===== config.mk =====
export PLATFORM = sky130hd
export DESIGN_NAME = div_unit
export DESIGN_NICKNAME = d
export VERILOG_FILES = /design/src/rtl/div_unit.sv
export SDC_FILE = /design/constraint.sdc
export NUM_CORES = 1
export LEC_CHECK = 0
export ABC_AREA = 0
export BUFFER_PORTS_ARGS = -buffer_cell sky130_fd_sc_hd__buf_2
export CAP_MARGIN = 20
export CORE_UTILIZATION = 40
export CTS_CLUSTER_SIZE = 16
export DETAILED_ROUTE_END_ITERATION = 7
export GPL_TIMING_DRIVEN = 0
export PLACE_DENSITY = 0.64
export SKIP_CTS_REPAIR_TIMING = 1
export SYNTH_ARGS = -nofsm -noshare
export SYNTH_HDL_FRONTEND = slang
export SYNTH_SLANG_ARGS = --single-unit

===== constraint.sdc =====
create_clock -name clk -period 10.3 [get_ports clk]
set_input_delay 2.575 -clock clk [delete_from_list [all_inputs] [get_ports clk]]
set_output_delay 2.575 -clock clk [all_outputs]
set_load 0.005 [all_outputs]

===== src/rtl/div_unit.sv =====
// div_unit -- multi-cycle 32-bit integer divider for the EX stage.
//
// Restoring shift-subtract divider, one quotient bit per clock. EX raises
// start_i with the operands and holds it until it has consumed ready_o; the
// block then returns {remainder, quotient} on result_o.
//
// Ports:
//   clk           rising-edge clock
//   rst           synchronous, active-high reset
//   signed_div_i  1 = DIV (signed), 0 = DIVU
//   opdata1_i     dividend
//   opdata2_i     divisor
//   start_i       division request, held high until ready_o is consumed
//   annul_i       pipeline-flush abort (only honoured with DIV_ANNUL_EN)
//   result_o      {remainder[31:0], quotient[31:0]}, registered
//   ready_o       result valid, registered
//
// Build option: define DIV_ANNUL_EN to let annul_i abort a division in
// progress and block a start in IDLE. Without it annul_i is unused.

module div_unit (
  input  logic        clk,
  input  logic        rst,
  input  logic        signed_div_i,
  input  logic [31:0] opdata1_i,
  input  logic [31:0] opdata2_i,
  input  logic        start_i,
  input  logic        annul_i,
  output logic [63:0] result_o,
  output logic        ready_o
);

  typedef enum logic [1:0] {
    ST_IDLE   = 2'd0,
    ST_BYZERO = 2'd1,
    ST_ON     = 2'd2,
    ST_END    = 2'd3
  } state_t;

  state_t      state_q, state_d;
  logic [5:0]  cnt_q, cnt_d;
  logic [64:0] work_q, work_d;       // {partial remainder (33b), dividend/quotient (32b)}
  logic [31:0] divisor_q, divisor_d; // divisor magnitude
  logic        neg_quot_q, neg_quot_d;
  logic        neg_rem_q, neg_rem_d;
  logic [63:0] result_q, result_d;
  logic        ready_q, ready_d;

  logic        abort;
  logic [31:0] dividend_abs;
  logic [31:0] divisor_abs;
  logic [64:0] shifted;
  logic [32:0] diff;
  logic [31:0] quot_fix;
  logic [31:0] rem_fix;

`ifdef DIV_ANNUL_EN
  assign abort = annul_i;
`else
  assign abort = 1'b0;
  logic unused_annul;
  assign unused_annul = annul_i;
`endif

  // The partial remainder always stays below the divisor after an iteration,
  // so the top bit of the working register is zero on entry to each shift.
  logic unused_work_msb;
  assign unused_work_msb = work_q[64];

  // Two's-complement magnitudes; 0x80000000 maps to unsigned 2^31.
  assign dividend_abs = (signed_div_i && opdata1_i[31]) ? (~opdata1_i + 32'd1) : opdata1_i;
  assign divisor_abs  = (signed_div_i && opdata2_i[31]) ? (~opdata2_i + 32'd1) : opdata2_i;

  assign shifted = {work_q[63:0], 1'b0};
  assign diff    = shifted[64:32] - {1'b0, divisor_q};

  assign quot_fix = neg_quot_q ? (~work_q[31:0] + 32'd1) : work_q[31:0];
  assign rem_fix  = neg_rem_q ? (~work_q[63:32] + 32'd1) : work_q[63:32];

  always_comb begin
    state_d    = state_q;
    cnt_d      = cnt_q;
    work_d     = work_q;
    divisor_d  = divisor_q;
    neg_quot_d = neg_quot_q;
    neg_rem_d  = neg_rem_q;
    result_d   = result_q;
    ready_d    = ready_q;

    case (state_q)
      ST_IDLE: begin
        result_d = 64'd0;
        ready_d  = 1'b0;
        if (start_i && !abort) begin
          if (opdata2_i == 32'd0) begin
            state_d = ST_BYZERO;
          end else begin
            state_d    = ST_ON;
            cnt_d      = 6'd0;
            work_d     = {33'd0, dividend_abs};
            divisor_d  = divisor_abs;
            neg_quot_d = signed_div_i && (opdata1_i[31] ^ opdata2_i[31]);
            neg_rem_d  = signed_div_i && opdata1_i[31];
          end
        end
      end

      ST_BYZERO: begin
        if (abort) begin
          state_d = ST_IDLE;
        end else begin
          state_d  = ST_END;
          result_d = 64'd0;
          ready_d  = 1'b1;
        end
      end

      ST_ON: begin
        if (abort) begin
          // Abort wins even on the completion edge, so ready_o never rises.
          state_d  = ST_IDLE;
          cnt_d    = 6'd0;
          result_d = 64'd0;
          ready_d  = 1'b0;
        end else if (cnt_q != 6'd32) begin
          if (shifted[64:32] >= {1'b0, divisor_q}) begin
            work_d = {diff, shifted[31:1], 1'b1};
          end else begin
            work_d = shifted;
          end
          cnt_d = cnt_q + 6'd1;
        end else begin
          state_d  = ST_END;
          result_d = {rem_fix, quot_fix};
          ready_d  = 1'b1;
        end
      end

      ST_END: begin
        if (!start_i) begin
          state_d  = ST_IDLE;
          result_d = 64'd0;
          ready_d  = 1'b0;
        end
      end

      default: begin
        state_d  = ST_IDLE;
        result_d = 64'd0;
        ready_d  = 1'b0;
      end
    endcase
  end

  always_ff @(posedge clk) begin
    if (rst) begin
      state_q    <= ST_IDLE;
      cnt_q      <= 6'd0;
      work_q     <= 65'd0;
      divisor_q  <= 32'd0;
      neg_quot_q <= 1'b0;
      neg_rem_q  <= 1'b0;
      result_q   <= 64'd0;
      ready_q    <= 1'b0;
    end else begin
      state_q    <= state_d;
      cnt_q      <= cnt_d;
      work_q     <= work_d;
      divisor_q  <= divisor_d;
      neg_quot_q <= neg_quot_d;
      neg_rem_q  <= neg_rem_d;
      result_q   <= result_d;
      ready_q    <= ready_d;
    end
  end

  assign result_o = result_q;
  assign ready_o  = ready_q;

endmodule


==> flow_metrics.tcl, run 1 <==
set metrics [dict create \
    status "finished, final reports clean" \
    power.density_nw_per_um2 222.0 \
    synth_seq_cells 171 \
    clk_latency_ps 450 \
    drtAntennaViolNets 0 \
    post-route-period-util_pct 54.19 \
    rows 60 \
    syn-num-nets 1540 \
    ff2ff_path_depth 11 \
    switching_share_pct 45.74 \
    drc 0 \
    synth_top_area_cell "dfxtp_1" \
    drive_gt1_share_pct 11.42 \
    grt_pass1_vias 9920 \
    critPathKind "input port to flop" \
    synth_edf_count 0 \
    leakage_uw 0.005112 \
    synth_most_common_cell "nand2_1" \
    grt_util_all_layers_pct 24.13 \
    p_total_uw 2825 \
    rsz0062_at_grt "no" \
    critPathRequiredTime_ps 10660 \
    hold_path_class "flop to flop" \
    pwr-share-comb_pct 45.2 \
    cts_buffers 17 \
    clk_pin_slew_ps 70 \
    syn_avg_cell_area_um2 7.725 \
    synth.area.top_cells "dfxtp_1 (31%), xnor2_1 (7.6%), nand2_1 (6.3%)" \
    hold_viol 0 \
    io_buffers 132 \
    grt_overflow_total 0 \
    coreArea_um2 27030 \
    layout.nets 1693 \
    async_reset_ff_share_pct 0 \
    die_h_um 168.1 \
    p_int_uw 1533 \
    ios 134 \
    arrival_ps 5940 \
    worstPathMaxFanout 10 \
    cts_tree "built" \
    p_clk_share_pct 23.3 \
    netlist_instances 1428 \
    htree_levels 4 \
    initial_core_util_pct 40.82 \
    grt_pass1_wl_um 53800 \
    switching_power_uw 1292 \
    seqCellArea_um2 3423 \
    netlist_area_um2 11030 \
    synth_commonest_cells "nand2_1 (185), dfxtp_1 (171), nor2_1 (117)" \
    via_per_inst 5.640 \
    die_area_um2 28250 \
    drtIter0Drc 901 \
    gp_congestion 0.9128 \
    grt_max_degree 20 \
    fin_skew_ps 11.79 \
    slew_headroom_pct 37.59 \
    yosysWarningCount 0 \
    end_kind "flop" \
    cts_num_sinks 171 \
    maxCapViolCount 0 \
    antenna_found_initial 0 \
    yosysTopAreaCellShare_pct 31.03 \
    cts_buffer_depth 2 \
    slew_violations 0 \
    num-fill-cells 2742 \
    vias 10910 \
    place_hpwl_um 26830 \
    synth_top_flop_cell "dfxtp_1" \
    die_x_um 168.1 \
    wl_per_cell_um 17.66 \
    min_period_ps 5582 \
    cts_root_buffer "clkbuf_16" \
    fmax_ghz 0.1792 \
    ys_seq_area_share_pct 31.03 \
    dr.pass1.iters 7 \
    peakVddDrop_mv 0.1314 \
    pwr-share-seq_pct 31.5 \
    start_kind "input port" \
    fin_tns_setup_ps 0 \
    diodes 0 \
    syn2layout_area_growth_pct 15.38 \
    multiInputGateArea_um2 7038 \
    synthDistinctLibCells 67 \
    holdPathStages 2 \
    setup_violations 0 \
    wl_um 34180 \
    worst_pin_slew_ps 932.7 \
]
[state kept, by name, summed over array words and instances (netlist names)]
| signal | flops |
|---|---|
| work_q | 64 |
| neg_rem_q | 1 |
| cnt_q | 6 |
| ready_o | 1 |
| divisor_q | 32 |
| state_q | 2 |
| result_o | 64 |
| neg_quot_q | 1 |
[power by group through the flow]
stage | Combinational [uW] | Clock (uW) | Sequential [uW]
2_1_floorplan | 912 | 0 | 862
3_3_place_gp | 1240 | 0 | 895
3_5_place_dp | 1260 | 0 | 900
4_1_cts | 1260 | 663 | 884
5_1_grt | 1410 | 691 | 905
6_report | 1280 | 659 | 889
[area by class of cell]
type / instances / area share (%)
plain buffers: 92 / 2.713
clock buffers: 17 / 3.342
clock inverters: 15 / 1.347
inverters: 60 / 1.769
multi-input cells: 1105 / 55.29
flip-flops and latches: 171 / 26.89
well taps: 341 / 3.352
repair buffers: 134 / 5.288
[critical path, cell delays in order]
cell,delay [ps]
buf_2,120
or4_1,580
or3_1,370
nand4b_1,310
a21boi_1,590
o21ba_2,320
clkbuf_1,430
clkbuf_1,430
nand2_1,100
o211ai_1,100
[final timing paths]
kind | start | endpoint | slack, ps
worst max-delay path | opdata2_i[27] | work_q[46] | 4720
worst min-delay path | result_o[33] | result_o[33] | 450
worst max register to register | work_q[44] | work_q[46] | 6250
worst min register to register | result_o[33] | result_o[33] | 450
[cell families after synthesis]
| logic type | after synthesis | synth area share (%) |
|---|---|---|
| mux | 1 | 0.09074 |
| compound gates | 438 | 26.90 |
| xor+xnor | 149 | 11.83 |
| simple gates | 474 | 20.03 |
| flops | 171 | 31.03 |
| fa+ha+maj | 43 | 4.945 |
| buf+inv | 152 | 5.172 |
[metrics by stage]
stage,hold slack [ps],area (um2),util [%],std cells,setup WS [ps]
global placement,439.9,12120,44.84,1901,4338
finish,453.4,12730,47.10,1935,4718
global route,477.2,12730,47.10,1935,4528
floorplan,431.9,11030,-,1428,5279
detailed placement,447.2,12120,44.84,1901,4319
CTS,457.1,12720,47.05,1933,4720
[cell usage in the layout, fill, tap and decap left out, types with 8 or more instances in the layout]
cell         n
nand4_1     25
clkbuf_16   17
o31ai_1     28
xnor2_1     96
o211ai_1    33
a22oi_1     22
or4_1       16
nand2_1    185
a22o_1      30
nor3_1      24
a21oi_1    110
nor2_1     117
a21o_1      18
nor4_1      13
buf_2      132
nand3_1     30
and2_1      12
xor2_1      53
inv_1       59
or3_1       15
a211oi_1    36
o41ai_1     20
and3_1       8
a31oi_1      8
dfxtp_1    171
ha_1        42
clkbuf_1    90
o21ai_0     72
[metal layers]
metal	wire (um)	share of wire, %	track usage (%)	vias to the layer above
met5	0	0	0	-
met3	2250	6.6	4.255	40
met1	17030	50	35.55	5048
met2	14160	41	35.38	357
met4	736	2.2	7.510	0
li1	-	-	-	5469
(Power assumes the default switching activity.)
==> run 2: changes to the inputs <==
- PLACE_DENSITY: 0.64 -> 0.67
- clock period: 10.3 -> 5.05 ns (I/O delays scaled with it)
==> flow_metrics.tcl, run 2 (same netlist as run 1, synthesis figures left out) <==
set metrics [dict create \
    num-fill-cells 2730 \
    cts_root_buffer "clkbuf_16" \
    gp_congestion 0.9027 \
    io_buffers 132 \
    drtIter0Drc 912 \
    worst_pin_slew_ps 1187 \
    drc 0 \
    grt_overflow_total 0 \
    via_per_inst 5.659 \
    hold_start "result_o[3]" \
    status "finished, final reports clean" \
    arrival_ps 4650 \
    slew_headroom_pct 20.23 \
    wl_met3_um 2650 \
    initial_core_util_pct 40.82 \
    leakage_uw 0.005101 \
    max_stage_delay_ps 610 \
    p_int_uw 3115 \
    ff2ff_path_depth 11 \
    p_clk_share_pct 23.0 \
    power.density_nw_per_um2 449.0 \
    start_kind "input port" \
    drt-met1-wl_um 16400 \
    vias 10940 \
    fmax_ghz 0.2326 \
    pwr-share-comb_pct 45.2 \
    critPathTopFamily "simple AND/OR/NAND/NOR gates" \
    slew_violations 0 \
    syn2layout_area_growth_pct 15.12 \
    hold_path_class "flop to flop" \
    route.met2.wl_um 14150 \
    antenna_found_initial 1 \
    htree_levels 4 \
    worst_path_most_repeated_cell "clkbuf_1" \
    end_kind "flop" \
    r2r_end "work_q[37]" \
    fin_tns_setup_ps 0 \
    peakVddDrop_mv 0.2729 \
    holdPathStages 2 \
    cts_buffer_depth 2 \
    rsz0062_at_grt "no" \
    place_ws_ps 395.4 \
    coreArea_um2 27030 \
    grt_max_degree 19 \
    top_layer "met4" \
    hold_viol 0 \
    crit_slowest_cell "a21boi_1" \
    worstPathMaxFanout 10 \
    place_hpwl_um 26540 \
    critPathRequiredTime_ps 5400 \
    drive_gt1_share_pct 11.31 \
    post-route-period-util_pct 85.15 \
    r2r_setup_slack_ps 1050 \
    die_area_um2 28250 \
    grt_util_all_layers_pct 23.56 \
    drtAntennaViolNets 0 \
    ios 134 \
    grt_pass1_wl_um 53210 \
    maxCapViolCount 0 \
    clk_pin_slew_ps 80 \
    layout_commonest_cell "nand2_1" \
    fin_skew_ps 12.25 \
    wl_per_cell_um 17.45 \
    min_period_ps 4300 \
    clk_latency_ps 440 \
    rows 60 \
    switching_share_pct 45.37 \
    cts_num_sinks 171 \
    cts_buffers 17 \
    crit_chain "buf_2 > or4_1 > or3_1 > nand4b_1 > a21boi_1 > o21ba_2 > clkbuf_1 > clkbuf_1 > nand2_1 > o211ai_1" \
    path_buf_inv 3 \
    pwr-share-seq_pct 31.8 \
    wl_um 33740 \
    hold-path-endpoint "result_o[3]" \
    switching_power_uw 2587 \
    dr.pass1.iters 6 \
    setup_slack_ps 749.9 \
    grt_pass1_vias 9855 \
    cts_tree "built" \
    critPathKind "input port to flop" \
    layout.nets 1691 \
    worstReg2RegStart "work_q[44]" \
    final_cell_mix "nand2_1 (185), dfxtp_1 (171), buf_2 (132)" \
    setup_violations 0 \
    die_h_um 168.1 \
    die_x_um 168.1 \
]
## run 2: changes by cell type in the layout (fill, tap and decap cells not counted)
cell / delta
clkbuf_2: -1
clkbuf_4: -1
clkinv_2: +2
clkinv_8: -1
clkinvlp_4: -1
diode_2: +1
inv_6: +2
inv_8: -2
## run 2: how the worst max path moves through the flow
stage / startpoint / endpoint / cells after the start
floorplan: opdata2_i[27] / work_q[62] / 9
global placement: opdata2_i[27] / work_q[44] / 10
detailed placement: opdata2_i[27] / work_q[61] / 10
CTS: opdata2_i[27] / work_q[61] / 10
global route: opdata2_i[9] / work_q[60] / 10
finish: opdata2_i[27] / work_q[61] / 10
## run 2: per-layer routing
| metal | vias to the layer above | GRT usage, % |
|---|---|---|
| met5 | - | 0 |
| met4 | 0 | 5.889 |
| met3 | 37 | 4.090 |
| met2 | 419 | 35.56 |
| met1 | 5011 | 34.46 |
| li1 | 5477 | - |
## run 2: layout make-up
cell class / instances / area (um2) / area share, %
multi-input cells: 1105 / 7038 / 55.42
flip-flops and latches: 171 / 3423 / 26.96
repair buffers: 132 / 660.6 / 5.202
well taps: 341 / 426.7 / 3.360
clock buffers: 17 / 425.4 / 3.350
plain buffers: 92 / 345.3 / 2.719
inverters: 60 / 225.2 / 1.773
clock inverters: 15 / 152.6 / 1.202
diodes: 1 / 2.502 / 0.01970
## run 2: through the flow
stage	area [um2]	total power, uW	instances	hold WS [ps]	util (%)
2_1_floorplan	11030	3618	1428	431.9	-
6_report	12700	5702	1934	453.5	46.99
4_1_cts	12700	5664	1933	455.8	46.98
3_3_place_gp	12120	4323	1901	443.0	44.84
3_5_place_dp	12120	4363	1901	444.6	44.84
5_1_grt	12700	6075	1934	470.2	46.99
## run 2: worst register-to-register path, delay by kind of cell, from the launching register on
kind	cells	cell delay, ps
flip-flops	1	520
adder cells (fa/ha/maj)	1	290
AND/OR/NAND/NOR	4	880
buffers and inverters	2	610
AO/OA/AOI/OAI	4	1560
## run 2: power groups by stage
stage	Combinational, uW	Clock, uW	Sequential (uW)
floorplan	1860	0	1760
global placement	2500	0	1830
detailed placement	2530	0	1840
CTS	2540	1320	1810
global route	2850	1380	1840
finish	2570	1310	1820
